===== src/rtl/vend_pkg.sv =====
// Shared coin encodings, values and payout FSM state type for the vending coin interface.
package vend_pkg;

  localparam logic [3:0] COIN_FARTHING = 4'b0010;
  localparam logic [3:0] COIN_HAPENNY  = 4'b0100;
  localparam logic [3:0] COIN_PENNY    = 4'b1000;

  localparam int VAL_FARTHING = 1;
  localparam int VAL_HAPENNY  = 2;
  localparam int VAL_PENNY    = 4;

  typedef enum logic [2:0] {
    IDLE,
    SELECT,
    PRESENT,
    GAP,
    DONE,
    ERR
  } disp_state_t;

  function automatic logic [2:0] coin_value(input logic [3:0] coin);
    case (coin)
      COIN_PENNY:    return 3'(VAL_PENNY);
      COIN_HAPENNY:  return 3'(VAL_HAPENNY);
      COIN_FARTHING: return 3'(VAL_FARTHING);
      default:       return 3'd0;
    endcase
  endfunction

endpackage


===== src/rtl/coin_select.sv =====
// Combinational greedy coin chooser. Define CHANGE_FALLBACK_EN to let an empty
// larger coin fall through to the next smaller one instead of failing.
module coin_select
  import vend_pkg::*;
#(
  parameter int AMT_W = 4
) (
  input  logic [AMT_W-1:0] remaining,
  input  logic [3:0]       empty,
  output logic [3:0]       coin,
  output logic             none_ok
);

  localparam logic [AMT_W-1:0] REM_PENNY   = AMT_W'(VAL_PENNY);
  localparam logic [AMT_W-1:0] REM_HAPENNY = AMT_W'(VAL_HAPENNY);

  logic unused_empty0;
  assign unused_empty0 = empty[0];

  always_comb begin
    coin    = '0;
    none_ok = 1'b0;
`ifdef CHANGE_FALLBACK_EN
    if (remaining >= REM_PENNY && !empty[3]) begin
      coin = COIN_PENNY;
    end else if (remaining >= REM_HAPENNY && !empty[2]) begin
      coin = COIN_HAPENNY;
    end else if (remaining != '0 && !empty[1]) begin
      coin = COIN_FARTHING;
    end else begin
      none_ok = 1'b1;
    end
`else
    // Strict greedy: the coin is fixed by value alone; an empty tube is fatal.
    if (remaining >= REM_PENNY) begin
      if (!empty[3]) coin = COIN_PENNY;
      else           none_ok = 1'b1;
    end else if (remaining >= REM_HAPENNY) begin
      if (!empty[2]) coin = COIN_HAPENNY;
      else           none_ok = 1'b1;
    end else if (remaining != '0) begin
      if (!empty[1]) coin = COIN_FARTHING;
      else           none_ok = 1'b1;
    end else begin
      none_ok = 1'b1;
    end
`endif
  end

endmodule


===== src/rtl/change_dispenser.sv =====
// Pays a farthing amount out as a sequence of hopper coin handshakes, largest coin first.
// Coin fallback on empty tubes is selected by CHANGE_FALLBACK_EN (see coin_select).
module change_dispenser
  import vend_pkg::*;
#(
  parameter int AMT_W      = 4,
  parameter int GAP_CYCLES = 3
) (
  input  logic             clk,
  input  logic             res,
  input  logic             start,
  input  logic [AMT_W-1:0] amount,
  output logic [3:0]       coin_out,
  output logic             coin_valid,
  input  logic             coin_ready,
  input  logic [3:0]       empty,
  output logic             busy,
  output logic             done,
  output logic             err,
  output logic [AMT_W-1:0] remaining
);

  localparam int GAP_W = (GAP_CYCLES > 1) ? $clog2(GAP_CYCLES) : 1;

  disp_state_t      state_reg;
  logic [GAP_W-1:0] gap_cnt_reg;
  logic [3:0]       sel_coin;
  logic             none_ok;
  logic [AMT_W-1:0] paid_next;

  coin_select #(.AMT_W(AMT_W)) u_select (
    .remaining (remaining),
    .empty     (empty),
    .coin      (sel_coin),
    .none_ok   (none_ok)
  );

  assign paid_next = remaining - AMT_W'(coin_value(coin_out));

  always_ff @(posedge clk or negedge res) begin
    if (!res) begin
      state_reg   <= IDLE;
      gap_cnt_reg <= '0;
      coin_out    <= '0;
      coin_valid  <= 1'b0;
      busy        <= 1'b0;
      done        <= 1'b0;
      err         <= 1'b0;
      remaining   <= '0;
    end else begin
      done <= 1'b0;
      case (state_reg)
        IDLE, ERR: begin
          if (start) begin
            err       <= 1'b0;
            busy      <= 1'b1;
            remaining <= amount;
            if (amount == '0) begin
              state_reg <= DONE;
              done      <= 1'b1;
            end else begin
              state_reg <= SELECT;
            end
          end
        end
        SELECT: begin
          if (none_ok) begin
            state_reg <= ERR;
            err       <= 1'b1;
            busy      <= 1'b0;
          end else begin
            state_reg  <= PRESENT;
            coin_out   <= sel_coin;
            coin_valid <= 1'b1;
          end
        end
        PRESENT: begin
          // coin_out stays frozen until the hopper takes it, whatever empty does meanwhile.
          if (coin_ready) begin
            coin_valid <= 1'b0;
            coin_out   <= '0;
            remaining  <= paid_next;
            if (paid_next == '0) begin
              state_reg <= DONE;
              done      <= 1'b1;
            end else begin
              state_reg   <= GAP;
              gap_cnt_reg <= GAP_W'(GAP_CYCLES - 1);
            end
          end
        end
        GAP: begin
          if (gap_cnt_reg == '0) state_reg <= SELECT;
          else                   gap_cnt_reg <= gap_cnt_reg - GAP_W'(1);
        end
        DONE: begin
          state_reg <= IDLE;
          busy      <= 1'b0;
        end
        default: state_reg <= IDLE;
      endcase
    end
  end

  no_underflow_a: assert property (@(posedge clk) disable iff (!res)
    (state_reg == PRESENT) |-> (remaining >= AMT_W'(coin_value(coin_out))));

endmodule

===== config.mk =====
export PLATFORM = sky130hd
export DESIGN_NAME = change_dispenser
export DESIGN_NICKNAME = d
export VERILOG_FILES = /design/src/rtl/vend_pkg.sv /design/src/rtl/coin_select.sv /design/src/rtl/change_dispenser.sv
export SDC_FILE = /design/constraint.sdc
export NUM_CORES = 1
export LEC_CHECK = 0
export BUFFER_PORTS_ARGS = -buffer_cell sky130_fd_sc_hd__buf_2
export CAP_MARGIN = 20
export CORE_AREA = 4 4 59 45
export CTS_CLUSTER_SIZE = 8
export DETAILED_ROUTE_END_ITERATION = 12
export DIE_AREA = 0 0 63 49
export PLACE_DENSITY = 0.8
export SYNTH_ARGS = -nofsm -noshare
export SYNTH_HDL_FRONTEND = slang
export SYNTH_SLANG_ARGS = --single-unit

===== constraint.sdc =====
create_clock -name clk -period 2.4 [get_ports clk]
set_input_delay 0.24 -clock clk [delete_from_list [all_inputs] [get_ports clk]]
set_output_delay 0.24 -clock clk [all_outputs]
set_load 0.02 [all_outputs]

* Word-level counts from Yosys, hierarchy flattened
Cells that the tools add are included.
Widths: inputs -> output; s select.
** Word-level totals
- Output and inout port bits :: 12
- Input port bits :: 12
- Bits in registers :: 17
- Logic and storage cells :: 88
** Operators by class
- Order comparisons :: 2
- Mux-type cells :: 44
- Add/sub/neg operators :: 2
- Reductions and logical operators :: 17
- Equal/unequal tests :: 15
** Operators by type and width (count)
- $mux 4 :: 8
- $mux 3 :: 7
- $mux 1 :: 16
- $pmux 4 s2 :: 2
- $reduce_and 3->1 :: 5
- $ne 2x2->1 const B :: 7
- $pmux 3 s4 :: 1
- $pmux 3 s3 :: 1
- $logic_not 4->1 :: 2
- $mux 2 :: 4
- $reduce_bool 2->1 :: 4
- $eq 3x2->1 const B :: 2
- $eq 3x3->1 const B :: 2
- $pmux 1 s2 :: 3
- $eq 4x2->1 const B :: 1
- $eq 4x3->1 const B :: 1
- $eq 4x4->1 const B :: 1
- $ge 4x2->1 const B :: 1
- $ge 4x3->1 const B :: 1
- $pmux 2 s2 :: 1
- $reduce_and 4->1 :: 1
- $reduce_bool 4->1 :: 1
- $sub 4x3->4 :: 1
- $eq 3x1->1 const B :: 1
- 6 further kinds :: 6

* Longest topological paths before layout
Gate-level depths: netlist (run 1).
- Depth after elaboration :: 7
- Depth in mapped cells :: 8
- Gate-level depth less buffers :: 8

* By module
Synthesis (run 1) repeated with hierarchy kept, for this count alone.
** Unflattened totals
- Cell total of the unflattened synthesis :: 128
- Area, all modules :: 1157.4 µm²
** Modules (own cells, without submodules)
- change_dispenser :: seq. area each 425.4 µm², area an instance 1077.3 µm², times used 1, cells each 118
- coin_select :: seq. area each 0.0 µm², area an instance 80.1 µm², times used 1, cells each 10

* Least setup slack after synthesis (run 1)
OpenSTA, ideal clock, no wires.
- Kind :: register to register
- Start point :: register coin_out[1]
- End point :: register state_reg[2]
- Stages on the path, launching flop included :: 8
- Setup slack :: 0.173 ns
- Arrival time :: 2.103 ns
- Setup time :: 0.124 ns
- Clock period less this slack :: 2.227 ns
- Path through :: dfrtp_1 or3b_2 ha_1 a21o_1 a31oi_2 xnor2_1 and4_4 o31a_1
** On the way
- Cells in the longest elaborated chain, start to end :: 7
** Ends and longest elaborated chain
- from (decl) :: RTL line change_dispenser.sv:13 : output logic [3:0] coin_out,
- from (signal assigned) :: RTL line change_dispenser.sv:73 : coin_out <= sel_coin;
- $eq 4x2->1 (tied with other cells) :: RTL line vend_pkg.sv:22 : case (coin)
- $pmux 3 s3 * :: RTL line vend_pkg.sv:22
- $sub 4x3->4 * :: RTL line change_dispenser.sv:38 : assign paid_next = remaining - AMT_W'(coin_value(coin_out));
- $logic_not 4->1 * :: RTL line change_dispenser.sv:83 : if (paid_next == '0) begin
- $mux 3 * :: RTL line change_dispenser.sv:83
- $mux 3 * :: RTL line change_dispenser.sv:79 : if (coin_ready) begin
- $pmux 3 s4 * :: RTL line change_dispenser.sv:52 : case (state_reg)
- to (signal assigned) :: RTL line change_dispenser.sv:59 : state_reg <= DONE;
- to (signal assigned) :: RTL line change_dispenser.sv:84 : state_reg <= DONE;
- to (signal assigned) :: RTL line change_dispenser.sv:87 : state_reg <= GAP;
- to (decl) :: RTL line change_dispenser.sv:25 : disp_state_t state_reg;
Mark *: on every way between the ends. The rest lies on a longest branch, timed or not. The select of a mux whose other input is x is not followed.
A chain may end at the register's enable or synchronous reset.

* Worst setup path in the final report (run 1)
Ends and elaborated chain as after synthesis.

==> impl_metrics.tcl, run 1 <==
set metrics [dict create \
    irDropWorstVdd_uv 649 \
    cpMaxStageDelayCell "or3b_2" \
    crit_family "simple AND/OR/NAND/NOR gates" \
    hold_violations 0 \
    wl_um 2490 \
    wl_per_cell_um 16.1 \
    crit_arrival_ns 2.43 \
    die_area_um2 3090 \
    maxSlewHeadroom 0.528 \
    tritoncts "built" \
    utilization 0.574 \
    clk_pin_slew_ns 0.09 \
    critPathLaunchType "register" \
    grt_usage 0.179 \
    antenna_found_initial 0 \
    ys.flop_type "dfrtp_1" \
    syn_area_per_cell_um2 9.57 \
    setup.worst_path.class "register to register" \
    grt_max_degree 17 \
    async_flop_share 1.00 \
    start_util 0.505 \
    p_per_area_nw_per_um2 1460 \
    coreArea_um2 2080 \
    final_cell_mix "buf_2, dfrtp_1, nand2_1" \
    r2r-start "coin_out[1]$_DFFE_PN0P_" \
    synth.distinct_cells 44 \
    crit_chain "or3b_2 > ha_1 > a21o_1 > a31oi_4 > xnor2_1 > and4_4 > o31a_1" \
    fin_setup_tns_ns 0 \
    cp-end-kind "register" \
    holdCritPathClass "input port to register" \
    worstMarginPinSlew_ns 0.701 \
    grt_pass1_wl_um 4380 \
    cpPeakStageDelay_ns 0.52 \
    largest_reg_flops 4 \
    required_ns 2.58 \
    drive_gt1_frac 0.285 \
    cts_buffers 3 \
    timing.fmax_ghz 0.444 \
    ys_ff_latch 16 \
    die_w_um 63 \
    clock_latency_ns 0.29 \
    status "completed" \
    die_h_um 49 \
    nets 149 \
    skew_ns 0.00110 \
    gp_congestion 0.846 \
    viasPerCell 5.85 \
    fin_crit_sh 0.939 \
    ioPinCount 24 \
    ant_nets 0 \
    final-setup-viol-count 0 \
    cts_setup_buffers 0 \
    yosysSeqAreaShare 0.380 \
    drc 0 \
    syn_inst 110 \
    maxSlewViolCount 0 \
    syn_nets 127 \
    place_area_um2 1150 \
    clockBufferDepth 2 \
    critPathMaxFanout 5 \
    ys_warn_count 0 \
    syn_to_final_growth_pct 13.7 \
    synth_edf_count 0 \
    hold_start "amount[2]" \
    grt.overflow.total 0 \
    firstDrtPassIters 4 \
    htreeDepth 1 \
    port_buffers 21 \
    hpwl_um 2010 \
    cts.sinks 16 \
    drt_iter0_markers 28 \
    route.vias.total 901 \
    critPathBufInv 0 \
    critPathLaunch "coin_out[1]$_DFFE_PN0P_" \
    fin_hold_ws_ns 0.251 \
    period_needed_ns 2.25 \
    leakagePower_nw 0.546 \
    fin_area_um2 1200 \
    cap_violations 0 \
    synth_area_um2 1050 \
    final_common_cell "buf_2" \
    grt_pass1_vias 932 \
    clockRootBuffer "clkbuf_4" \
    rsz0062_at_grt "false" \
    rows 14 \
    diodes 0 \
]
logic make-up after synthesis:
group	count (synthesis)	share of synthesized area
AND/OR/NAND/NOR	40	0.214
XOR/XNOR	4	0.0333
other	1	0.00356
AO/OA/AOI/OAI	31	0.237
flip-flops	16	0.380
adder cells (fa/ha/maj)	6	0.0761
buffers and inverters	12	0.0559
where the power goes:
group	internal, mW	total [mW]	switching, mW
clock	0.0584	0.144	0.0852
sequential	0.391	0.562	0.171
combinational	0.456	1.04	0.589
synthesized netlist by cell type (all sizes together) (2+ instances only):
cell	number	area (um^2)
a211oi	2	15.0
a21o	3	22.5
a21oi	5	28.8
a22o	3	27.5
and3	2	17.5
buf	4	27.5
dfrtp	16	400
ha	4	50.1
inv	7	26.3
nand2	11	41.3
nand3	2	10.0
nand3b	2	15.0
nor2	8	30.0
nor3	5	25.0
nor3b	2	20.0
nor4	2	12.5
o211ai	3	22.5
o21ai	4	20.0
o221a	2	22.5
o32a	2	20.0
xnor2	3	26.3
worst paths after layout:
check,endpoint,slack [ns],depth (start not counted)
max,state_reg[2]$_DFFE_PN0P_,0.15,7
max reg2reg,state_reg[2]$_DFFE_PN0P_,0.15,7
min in group asynchronous,remaining[1]$_DFFE_PN0P_,0.39,2
max in group asynchronous,coin_valid$_DFFE_PN0P_,1.75,2
min,remaining[2]$_DFFE_PN0P_,0.25,2
min reg2reg,coin_valid$_DFFE_PN0P_,0.49,1
layout make-up:
cell class | count | area, um^2
Sequential cell | 16 | 400
Tap cell | 24 | 30.0
Inverter | 7 | 26.3
Clock buffer | 3 | 22.5
Timing Repair Buffer | 22 | 115
Fill cell | 197 | 888
Multi-Input combinational cell | 82 | 602
repair_timing:
item,CTS,global route
gates resized for setup,0,1
endpoints found under the hold margin,16,0
hold buffers,1,0
endpoints found under the setup margin,0,1
stage by stage:
step                instances  power (mW)  setup WS (ns)
floorplan                 110        1.34          0.173
global placement          150        1.52          0.182
detailed placement        150        1.58          0.130
CTS                       154        1.73          0.113
global route              154        1.91         0.0362
finish                    154        1.75          0.147
routing by layer:
metal	GRT usage	wire length (um)	up-vias
met4	0.0256	4	0
met1	0.238	1200	429
met5	0	0	-
met3	0.0576	154	2
li1	-	-	446
met2	0.289	1130	24
(Power assumes the default switching activity.)
==> run 2: changes to the inputs <==
ABC_AREA = 1   (was not set)
CORE_AREA = 4 4 66 50   (was 4 4 59 45)
DIE_AREA = 0 0 70 54   (was 0 0 63 49)
GPL_TIMING_DRIVEN = 0   (was not set)
PLACE_DENSITY = 0.65   (was 0.8)
==> impl_metrics.tcl, run 2 <==
set metrics [dict create \
    status "completed" \
    cts.sinks 16 \
    wl_per_cell_um 11.5 \
    syn_to_final_growth_pct 21.3 \
    crit_arrival_ns 2.18 \
    leakagePower_nw 0.694 \
    synth.distinct_cells 25 \
    synth_edf_count 0 \
    cap_violations 0 \
    final-setup-viol-count 0 \
    cpPeakStageDelay_ns 0.42 \
    dp.cells 196 \
    coreArea_um2 2680 \
    firstDrtPassIters 4 \
    synth_top_area_share 0.396 \
    clock_latency_ns 0.25 \
    critPathMaxFanout 5 \
    p_per_area_nw_per_um2 1410 \
    rows 16 \
    timing.fmax_ghz 0.489 \
    yosysSeqAreaShare 0.396 \
    fin_hold_ws_ns 0.266 \
    clockBufferDepth 2 \
    drive_gt1_frac 0.230 \
    hold_violations 0 \
    grt_pass1_wl_um 3870 \
    port_buffers 21 \
    fin_setup_tns_ns 0 \
    largest_reg_flops 4 \
    syn_inst 139 \
    clockRootBuffer "clkbuf_8" \
    final_common_cell "nand2_1" \
    async_flop_share 1.00 \
    fin_crit_sh 0.852 \
    critPathLaunchType "register" \
    ys_ff_latch 16 \
    crit_chain "nor3_1 > ha_1 > inv_1 > fa_1 > inv_1 > nand2_1 > nor2_1 > nand4_2 > nand3_1 > nand2_1" \
    ys.flop_type "dfrtp_1" \
    fin_cells 201 \
    gp_congestion 0.890 \
    syn_nets 156 \
    synth.most_common_cell "nand2_1" \
    cpMaxStageDelayCell "fa_1" \
    synth_top_cell_by_area "dfrtp_1" \
    grt.overflow.total 0 \
    holdCritPathClass "input port to register" \
    irDropWorstVdd_uv 518 \
    grt_pass1_vias 895 \
    die_w_um 70 \
    cts_buffers 3 \
    critPathBufInv 2 \
    required_ns 2.54 \
    rsz0062_at_grt "false" \
    grt_usage 0.134 \
    drc 0 \
    die_h_um 54 \
    netlist_top_cells_area "dfrtp_1, nand2_1, inv_1" \
    place_area_um2 1160 \
    wl_um 2310 \
    htreeDepth 1 \
    hpwl_um 1900 \
    syn_area_per_cell_um2 7.28 \
    skew_ns 0.00552 \
    fin_area_um2 1230 \
    synth_common_cells "nand2_1, inv_1, dfrtp_1" \
    grt_max_degree 17 \
    viasPerCell 4.91 \
    ys_warn_count 0 \
    crit_family "simple AND/OR/NAND/NOR gates" \
    final_cell_mix "nand2_1, buf_2, inv_1" \
    setup.worst_path.class "register to register" \
    diodes 0 \
    ant_nets 0 \
    drt_iter0_markers 79 \
    period_needed_ns 2.04 \
    clk_pin_slew_ns 0.06 \
    route.vias.total 986 \
    synth_area_um2 1010 \
    maxSlewViolCount 0 \
    start_util 0.377 \
    die_area_um2 3780 \
    cp-end-kind "register" \
    tritoncts "built" \
    cts_setup_buffers 0 \
    antenna_found_initial 0 \
    nets 183 \
    ioPinCount 24 \
]
[run 2: changes by cell type after synthesis, moves of 3 or more]
cell / change
o22ai_1: +3
inv_2: +4
nand2_1: +31
nor3_1: -4
inv_1: +12
nand3_1: +12
a21o_1: -3
nor2_1: +5
xnor2_1: -3
[run 2: report_power, final]
part           internal (mW)  switching, mW  total [mW]
combinational          0.338          0.655       0.993
sequential             0.392          0.114       0.505
clock                  0.145         0.0895       0.235
[run 2: stage by stage]
stage	utilization	power [mW]	setup slack [ns]
3_5_place_dp	0.433	1.50	0.341
2_1_floorplan	-	1.24	0.443
6_report	0.458	1.73	0.356
4_1_cts	0.458	1.75	0.340
3_3_place_gp	0.433	1.47	0.371
5_1_grt	0.458	1.91	0.143
[run 2: cell families (layout without fill, tap and decap cells)]
logic type / after synthesis / count (layout) / synth area share
adders and majority gates: 5 / 5 / 0.0692
AOI/OAI and AO/OA: 16 / 16 / 0.103
and+or+nand+nor: 77 / 77 / 0.336
buffers and inverters: 24 / 50 / 0.0927
other: 1 / 1 / 0.00370
DFF: 16 / 16 / 0.396
[run 2: worst paths after layout]
check | startpoint | endpoint | slack (ns) | cells past startpoint
max in group asynchronous | res | gap_cnt_reg[1]$_DFFE_PN0P_ | 1.71 | 2
max reg2reg | coin_out[2]$_DFFE_PN0P_ | gap_cnt_reg[1]$_DFFE_PN0P_ | 0.36 | 10
min in group asynchronous | res | coin_out[1]$_DFFE_PN0P_ | 0.43 | 2
min | amount[2] | remaining[2]$_DFFE_PN0P_ | 0.27 | 3
max | coin_out[2]$_DFFE_PN0P_ | gap_cnt_reg[1]$_DFFE_PN0P_ | 0.36 | 10
min reg2reg | busy$_DFFE_PN0P_ | busy$_DFFE_PN0P_ | 0.47 | 2
[run 2: what timing repair did]
item,CTS,global route
hold endpoints to repair,16,0
hold buffers,1,0
gates resized for setup,0,0
[run 2: worst min-delay path: cells and delay by family]
kind                   cells  cell delay (ns)
and+or+nand+nor            1             0.05
AOI/OAI and AO/OA          1             0.08
buffers and inverters      1             0.11
[run 2: cell type report]
class,instances,area [um^2]
buffer,1,7.51
sequential,16,400
inverter,23,86.3
fill,285,1460
timing repair buffer,22,115
multi-input combinational,99,518
tap,36,45.0
clock buffer,4,55.1
[run 2: routing by layer]
layer  routed length [um]  vias to the layer above  GRT usage
li1                     -                      503          -
met1                 1020                      439      0.173
met2                  997                       39      0.210
met3                  259                        5     0.0578
met4                   34                        0     0.0318
met5                    0                        -          0
==> run 3: changes to the inputs <==
ABC_AREA = 0   (was 1)
CORE_AREA = 4 4 67 50   (was 4 4 66 50)
DIE_AREA = 0 0 71 54   (was 0 0 70 54)
PLACE_DENSITY = 0.66   (was 0.65)
==> impl_metrics.tcl, run 3 (same netlist as run 1, synthesis figures left out) <==
set metrics [dict create \
    skew_ns 0.00175 \
    required_ns 2.53 \
    utilization 0.460 \
    setup.worst_path.class "register to register" \
    die_h_um 54 \
    critPathMaxFanout 5 \
    clock_latency_ns 0.25 \
    nets 154 \
    ant_nets 0 \
    crit_chain "or3b_2 > ha_1 > a21o_1 > a31oi_2 > xnor2_1 > and4_4 > o31a_1" \
    die_w_um 71 \
    hpwl_um 2010 \
    crit_arrival_ns 2.44 \
    ioPinCount 24 \
    drt_iter0_markers 61 \
    hold_violations 0 \
    grt.met3_usage 0.0541 \
    fin_cells 171 \
    worstMarginPinSlew_ns 0.703 \
    start_util 0.386 \
    cpPeakStageDelay_ns 0.53 \
    grt_pass1_wl_um 4090 \
    final_common_cell "buf_2" \
    rows 16 \
    leakagePower_nw 0.577 \
    die_area_um2 3830 \
    p_per_area_nw_per_um2 1450 \
    diodes 0 \
    final-setup-viol-count 0 \
    route.vias.total 952 \
    drc 0 \
    rsz0062_at_grt "false" \
    viasPerCell 5.57 \
    top_usage_layer "met2" \
    drive_gt1_frac 0.311 \
    grt_usage 0.142 \
    gp_congestion 0.821 \
    grt.overflow.total 0 \
    timing.fmax_ghz 0.433 \
    cp-end-kind "register" \
    port_buffers 21 \
    wl_per_cell_um 14.9 \
    coreArea_um2 2720 \
    wl_um 2550 \
    firstDrtPassIters 4 \
    fin_setup_tns_ns 0 \
    htreeDepth 1 \
    period_needed_ns 2.31 \
    critPathLaunchType "register" \
    tritoncts "built" \
    largest_reg_flops 4 \
    syn_to_final_growth_pct 19.1 \
    final_cell_mix "buf_2, dfrtp_1, nand2_1" \
    grt_max_degree 17 \
    clockBufferDepth 2 \
    cts_resized 0 \
    maxSlewHeadroom 0.527 \
    holdCritPathClass "input port to register" \
    maxSlewViolCount 0 \
    cts_buffers 3 \
    irDropWorstVdd_uv 586 \
    use_met1 0.189 \
    clockRootBuffer "clkbuf_8" \
    cts.sinks 16 \
    grt_pass1_vias 884 \
    status "completed" \
    antenna_found_initial 0 \
    fin_crit_sh 0.962 \
    cpMaxStageDelayCell "or3b_2" \
    cap_violations 0 \
    dp.cells 167 \
    clk_pin_slew_ns 0.06 \
    met2_usage 0.208 \
]
[run 3: metal layers]
layer  up-vias  share of wire
met4         0          0.017
met2        31           0.40
li1        457              -
met1       458           0.50
met5         -              0
met3         6          0.074
[run 3: layout make-up]
type	count	area (um^2)
Sequential cell	16	400
Clock buffer	3	41.3
Multi-Input combinational cell	82	593
Fill cell	284	1470
Inverter	7	26.3
Buffer	5	32.5
Timing Repair Buffer	22	115
Tap cell	36	45.0
[run 3: report_power, final]
group	internal, mW	total [mW]	switching, mW
clock	0.111	0.198	0.0867
combinational	0.474	1.13	0.655
sequential	0.393	0.490	0.0969
total	0.978	1.82	0.838
[run 3: what timing repair did]
action / CTS / global route
setup buffers: 0 / 0
hold endpoints to repair: 16 / 0
hold buffers: 1 / 0
[run 3: worst max-delay path, delay by kind of cell, from the launching register on]
| family | cells | cell delay, ns |
|---|---|---|
| and+or+nand+nor | 2 | 0.76 |
| AOI/OAI and AO/OA | 3 | 0.70 |
| DFF | 1 | 0.41 |
| adders and majority gates | 1 | 0.21 |
| xor gates and xnor gates | 1 | 0.12 |
[run 3: stage by stage]
step / power [mW] / instance area (um^2) / setup slack (ns) / hold slack, ns
6_report: 1.82 / 1250 / 0.0914 / 0.288
5_1_grt: 1.96 / 1250 / 0.000894 / 0.294
4_1_cts: 1.82 / 1250 / 0.104 / 0.283
3_5_place_dp: 1.61 / 1200 / 0.112 / 0.181
3_3_place_gp: 1.57 / 1200 / 0.167 / 0.178
2_1_floorplan: 1.34 / 1050 / 0.173 / -0.0556
[run 3: final timing paths]
kind	from	to	slack (ns)	cells after the start
max	coin_out[1]$_DFFE_PN0P_	state_reg[2]$_DFFE_PN0P_	0.09	7
min	amount[0]	remaining[0]$_DFFE_PN0P_	0.29	2
max reg2reg	coin_out[1]$_DFFE_PN0P_	state_reg[2]$_DFFE_PN0P_	0.09	7
min reg2reg	coin_valid$_DFFE_PN0P_	coin_valid$_DFFE_PN0P_	0.49	1
max in group asynchronous	res	coin_out[2]$_DFFE_PN0P_	1.68	2
min in group asynchronous	res	remaining[0]$_DFFE_PN0P_	0.44	2
